## src/rtl/bram_arbiter.sv

```systemverilog
// bram_arbiter: round-robin two-port front end and sequencer for the single-port
// 8192 x 64 boot/scratch BRAM. One transaction is in flight at a time. Partial
// byte writes are done as read-modify-write because the BRAM treats any
// nonzero byte-enable as a full-word write.
//
// Ports:
//   clock, resetn          sole clock, synchronous active-low reset
//   reqN_valid/ready       request handshake, port N (N = 0, 1)
//   reqN_addr/wdata/wmask  word address, write data, byte mask (00 read, FF full write)
//   respN_valid/rdata      one-cycle completion pulse; rdata is 0 for writes
//   bram_*                 BRAM pins; bram_rdata has one-cycle read latency
//   busy                   a transaction is in progress
module bram_arbiter (
    input  logic        clock,
    input  logic        resetn,
    input  logic        req0_valid,
    output logic        req0_ready,
    input  logic [12:0] req0_addr,
    input  logic [63:0] req0_wdata,
    input  logic [7:0]  req0_wmask,
    input  logic        req1_valid,
    output logic        req1_ready,
    input  logic [12:0] req1_addr,
    input  logic [63:0] req1_wdata,
    input  logic [7:0]  req1_wmask,
    output logic        resp0_valid,
    output logic [63:0] resp0_rdata,
    output logic        resp1_valid,
    output logic [63:0] resp1_rdata,
    output logic        bram_en,
    output logic [12:0] bram_addr,
    output logic [63:0] bram_wdata,
    output logic [7:0]  bram_we_perbyte,
    input  logic [63:0] bram_rdata,
    output logic        busy
);
    typedef enum logic [2:0] {IDLE, RD, CAP, WR, RESP} state_t;

    state_t      state, state_nxt;
    logic        prio;       // port that wins when both are valid
    logic        grant;      // granted port id
    logic        grant_any;
    logic        hs;         // handshake this cycle
    logic [7:0]  sel_wmask;
    logic [12:0] addr_q;
    logic [63:0] wdata_q;    // holds the merged word after CAP on partial writes
    logic [63:0] rdata_q;
    logic [7:0]  wmask_q;
    logic        port_q;
    logic [63:0] merged;

    always_comb begin
        grant_any = req0_valid | req1_valid;
        grant     = (req0_valid && req1_valid) ? prio : req1_valid;
        hs        = resetn && (state == IDLE) && grant_any;
        sel_wmask = grant ? req1_wmask : req0_wmask;
    end

    always_comb begin
        merged = '0;
        for (int b = 0; b < 8; b++)
            merged[8*b +: 8] = wmask_q[b] ? wdata_q[8*b +: 8] : bram_rdata[8*b +: 8];
    end

    // State register
    always_ff @(posedge clock) begin
        if (!resetn) state <= IDLE;
        else         state <= state_nxt;
    end

    // Request latches, priority pointer and read/merge capture
    always_ff @(posedge clock) begin
        if (!resetn) begin
            prio    <= 1'b0;
            addr_q  <= '0;
            wdata_q <= '0;
            rdata_q <= '0;
            wmask_q <= '0;
            port_q  <= 1'b0;
        end else begin
            if (hs) begin
                addr_q  <= grant ? req1_addr  : req0_addr;
                wdata_q <= grant ? req1_wdata : req0_wdata;
                wmask_q <= sel_wmask;
                port_q  <= grant;
                prio    <= ~grant;
            end
            if (state == CAP) begin
                if (wmask_q == 8'h00) rdata_q <= bram_rdata;
                else                  wdata_q <= merged;
            end
        end
    end

    // Next-state logic
    always_comb begin
        state_nxt = state;
        case (state)
            IDLE: if (hs) state_nxt = (sel_wmask == 8'hFF) ? WR : RD;
            RD:   state_nxt = CAP;
            CAP:  state_nxt = (wmask_q == 8'h00) ? RESP : WR;
            WR:   state_nxt = RESP;
            RESP: state_nxt = IDLE;
            default: state_nxt = IDLE;
        endcase
    end

    // Outputs; everything is forced low while resetn is low so no BRAM write
    // can slip out in a reset cycle.
    always_comb begin
        req0_ready      = 1'b0;
        req1_ready      = 1'b0;
        resp0_valid     = 1'b0;
        resp1_valid     = 1'b0;
        resp0_rdata     = '0;
        resp1_rdata     = '0;
        bram_en         = 1'b0;
        bram_addr       = '0;
        bram_wdata      = '0;
        bram_we_perbyte = '0;
        busy            = 1'b0;
        if (resetn) begin
            busy = (state != IDLE);
            case (state)
                IDLE: begin
                    req0_ready = grant_any && !grant;
                    req1_ready = grant_any &&  grant;
                end
                RD: begin
                    bram_en   = 1'b1;
                    bram_addr = addr_q;
                end
                WR: begin
                    bram_en         = 1'b1;
                    bram_addr       = addr_q;
                    bram_wdata      = wdata_q;
                    bram_we_perbyte = 8'hFF;
                end
                RESP: begin
                    resp0_valid = !port_q;
                    resp1_valid =  port_q;
                    if (wmask_q == 8'h00) begin
                        if (port_q) resp1_rdata = rdata_q;
                        else        resp0_rdata = rdata_q;
                    end
                end
                default: ;
            endcase
        end
    end
endmodule

```

## config.mk

```make
export PLATFORM = sky130hd
export DESIGN_NAME = bram_arbiter
export DESIGN_NICKNAME = d
export VERILOG_FILES = /design/src/rtl/bram_arbiter.sv
export SDC_FILE = /design/constraint.sdc
export NUM_CORES = 1
export LEC_CHECK = 0
export CORE_AREA = 10 10 168 170
export CTS_CLUSTER_DIAMETER = 30
export DETAILED_ROUTE_END_ITERATION = 10
export DIE_AREA = 0 0 178 180
export HOLD_SLACK_MARGIN = 0.06
export PLACE_DENSITY = 0.74
export SLEW_MARGIN = 25
export SYNTH_ARGS = -nofsm -noshare
export SYNTH_HDL_FRONTEND = slang
export SYNTH_SLANG_ARGS = --single-unit
```

## constraint.sdc

```tcl
create_clock -name clock -period 2.35 [get_ports clock]
set_clock_uncertainty 0.05 [all_clocks]
set_input_delay 0.235 -clock clock [delete_from_list [all_inputs] [get_ports clock]]
set_output_delay 0.235 -clock clock [all_outputs]
set_load 0.05 [all_outputs]
```

==> results.py <==
metrics = {
    "grt": {
        "antenna_found_initial": 5,
        "grtUsageTotal": 0.268,
        "grt_pass1_vias": 10800,
        "grt_start_max_net_pins": 92,
        "globalRouteOverflowTotal": 0,
        "grt_pass1_wl_mm": 67.4,
    },
    "pwr": {
        "combPwrFrac": 0.331,
        "ir_drop_mv": 0.463,
        "leakagePower_nw": 6.59,
        "total_power_w": 0.00888,
        "swShare": 0.339,
        "p_clk_frac": 0.306,
        "p_sw_w": 0.00301,
        "power_frac_seq": 0.363,
        "internal_power_w": 0.00587,
        "powerDensity_mw_per_mm2": 514,
    },
    "worst_setup_path": {
        "critical_path_buf_inv_count": 3,
        "arrival_ns": 2.33,
        "critPathMostFrequentCell": "buf_12",
        "crit_path_end_kind": "output pin",
        "critical_path.top_delay_family": "simple AND/OR/NAND/NOR gates",
        "r2r_slack_ns": 0.25,
        "crit_chain": "or4_4, nor4_4, buf_6, buf_12, and2_1, buf_12",
        "critPathLaunchType": "register",
        "critPathMaxFanout": 14,
        "cpMaxStageDelayCell": "or4_4",
        "crit_required_ns": 2.07,
        "slowest_delay_ns": 0.55,
        "crit_type": "register to output pin",
    },
    "synth": {
        "avgSynthCellArea_sq_um": 7.96,
        "synth-seq-area-share": 0.346,
        "synth_top_area_cell": "dfxtp_1",
        "synth_edf_count": 0,
        "synth_cell_types": 45,
        "synth_seq_cells": 154,
        "synthFlopType": "dfxtp_1",
        "netlist.area_leader.share": 0.346,
        "synth_fp_nets": 1356,
        "synthTopCellsByArea": "dfxtp_1 35%, and2_1 10%, a32o_1 6.6%, nand2_1 6.6%, a21boi_0 5.4%",
        "ys_async_sr_fraction": 0,
        "synth_warnings": 0,
        "syn_inst": 1118,
        "syn_area_sq_mm": 0.00890,
    },
    "sta": {
        "slew-limit-headroom": 0.453,
        "finalHoldViolCount": 0,
        "rsz0062_at_grt": "true",
        "finalSetupViolations": 64,
        "max_freq_mhz": 383,
        "fin_crit_sh": 1.11,
        "fin_ws_ns": -0.262,
        "slew_viol_final": 0,
        "period_minus_slack_ns": 2.61,
        "worst_slew_pin_slew_ns": 0.820,
    },
    "outcome": {
        "status": "finished, violations left",
        "violations": "negative setup slack",
    },
    "floorplanning": {
        "fp.dieH_um": 180,
        "core_sq_mm": 0.0249,
        "die_area_sq_mm": 0.0320,
        "row_count": 58,
        "ios": 457,
        "die_w_um": 178,
        "initial_utilization": 0.358,
    },
    "placement": {
        "gp_routability_congestion": 0.894,
        "place_ws_ns": 0.104,
        "port_buffers": 456,
        "post-dp-hpwl_mm": 34.8,
    },
    "route": {
        "drtPass1Iterations": 5,
        "vias_per_cell": 5.77,
        "wire_per_inst_um": 24.6,
        "drtAntennaViolNets": 0,
        "wl_mm": 46.3,
        "dr_total_vias": 10800,
        "drc": 0,
        "first_iter_violations": 945,
    },
    "hold_path": {
        "hold_path_class": "input port to register",
    },
    "finish": {
        "fin_nets": 1772,
        "area_delta_synth_final_pct": 94.0,
        "final_layout_size_suffix_gt1_frac": 0.303,
        "finish.utilization": 0.694,
    },
    "clock_tree": {
        "clock-sinks": 154,
        "path_clk_slew_ns": 0.07,
        "postCtsHoldBufs": 0,
        "cts_tree": "built",
        "cts_made_buffers": 17,
        "clockBufferDepth": 2,
        "clock_latency_ns": 0.41,
        "cts_htree_levels": 4,
        "root_buffer": "clkbuf_16",
    },
    "run": {
        "max_cap_viol_count": 0,
    },
}
[synth_stat cells, types with 10 or more instances]
library cell and instances:
buf_2 32, a21boi_1 34, and3_1 76, inv_1 10, a32oi_1 21, a221oi_1 39, nand3_1 21, o21ai_0 52
nor3_1 73, nand2_1 157, clkbuf_1 80, o211ai_1 17, a32o_1 59, dfxtp_1 154, a22oi_1 13, a21boi_0 64
and2_1 144
[worst register-to-register path: stages (launching register included)]
cell,delay [ns]
dfxtp_2,0.35
buf_4,0.27
nor4b_4,0.36
buf_4,0.19
o21ai_4,0.08
buf_12,0.20
and3_1,0.21
o31a_1,0.29
[cells by family after synthesis]
kind of cell / count (synthesis) / synth area share
buffers and inverters: 138 / 0.0673
flip-flops: 154 / 0.346
multiplexers: 3 / 0.00380
AND/OR/NAND/NOR: 503 / 0.301
AO/OA/AOI/OAI: 320 / 0.281
[layer usage]
metal	vias to the layer above	track usage	part of all wire	wire length (um)
met5	-	0	0.00058	27
met4	4	0.0807	0.027	1240
met2	582	0.474	0.51	23500
li1	4911	-	-	-
met1	5274	0.307	0.38	17700
met3	75	0.0704	0.083	3850
[power by group through the flow]
stage               clock, W  sequential [W]  combinational, W
finish               0.00272         0.00322           0.00294
global placement           0         0.00322           0.00275
detailed placement         0         0.00325           0.00283
floorplan                  0         0.00316           0.00155
CTS                  0.00276         0.00320           0.00287
global route         0.00286         0.00325           0.00315
[sequential cells by signal, summed over array words and instances, names as in the netlist]
name / cells
addr_q: 13
state: 3
wdata_q: 64
wmask_q: 8
prio: 1
rdata_q: 64
port_q: 1
[timing repair]
| item | 4_1_cts | 5_1_grt |
|---|---|---|
| endpoints found under the setup margin | 208 | 126 |
| resized for setup | 59 | 77 |
| cloned | 2 | 2 |
| hold endpoints to repair | 0 | 0 |
| pin swaps | 22 | 10 |
| setup buffers | 6 | 7 |
[cell type report]
cell class / instances / area (sq um)
fillers: 1873 / 7620
repair buffers: 525 / 7550
multi-input cells: 826 / 5590
flip-flops and latches: 154 / 3100
clock buffers: 20 / 467
well taps: 330 / 413
clock inverters: 11 / 110
inverters: 10 / 37.5
diodes: 3 / 7.51
[per-stage QoR]
stage                     cell area, sq um  hold WS [ns]  TNS (ns)  instances
after floorplan                       8900         0.320         0       1118
after global placement               16100         0.396         0       1827
after detailed placement             16200         0.405         0       1828
after CTS                            17000        0.0684    -13.27       1867
after global routing                 17300        0.0792    -17.30       1879
final                                17300        0.0847    -14.43       1879
[worst paths after layout]
kind                            depth (start not counted)                       end               startpoint
worst max-delay path                                    6           resp0_rdata[44]  wmask_q[2]$_SDFFE_PN0N_
worst min-delay path                                    2   wdata_q[5]$_SDFFE_PN0P_                   resetn
worst max register to register                          7  wdata_q[11]$_SDFFE_PN0P_    state[1]$_SDFFE_PN0P_
worst min register to register                          2   addr_q[12]$_SDFFE_PN0N_  addr_q[12]$_SDFFE_PN0N_
[layout by cell type (no fill, tap or decap), types with 4 or more instances in the layout]
| cell type | synthesis | routed |
|---|---|---|
| o221ai_1 | 4 | 4 |
| a221oi_1 | 39 | 39 |
| and2_1 | 144 | 28 |
| nor3_1 | 73 | 73 |
| clkdlybuf4s50_1 | 0 | 235 |
| a222oi_1 | 4 | 4 |
| o21ai_0 | 52 | 52 |
| and3_1 | 76 | 74 |
| a32o_1 | 59 | 59 |
| clkbuf_16 | 0 | 18 |
| inv_1 | 10 | 10 |
| and2_4 | 0 | 116 |
| nor2_1 | 9 | 7 |
| o211ai_1 | 17 | 17 |
| nand2_1 | 157 | 157 |
| a21boi_0 | 64 | 64 |
| a21boi_1 | 34 | 33 |
| a21oi_1 | 4 | 4 |
| a32oi_1 | 21 | 21 |
| nand4_1 | 4 | 4 |
| a22oi_1 | 13 | 13 |
| dfxtp_2 | 0 | 8 |
| dfxtp_1 | 154 | 145 |
| buf_4 | 9 | 48 |
| a211oi_1 | 4 | 4 |
| buf_12 | 0 | 234 |
| nand3_1 | 21 | 20 |
(Power assumes the default switching activity.)
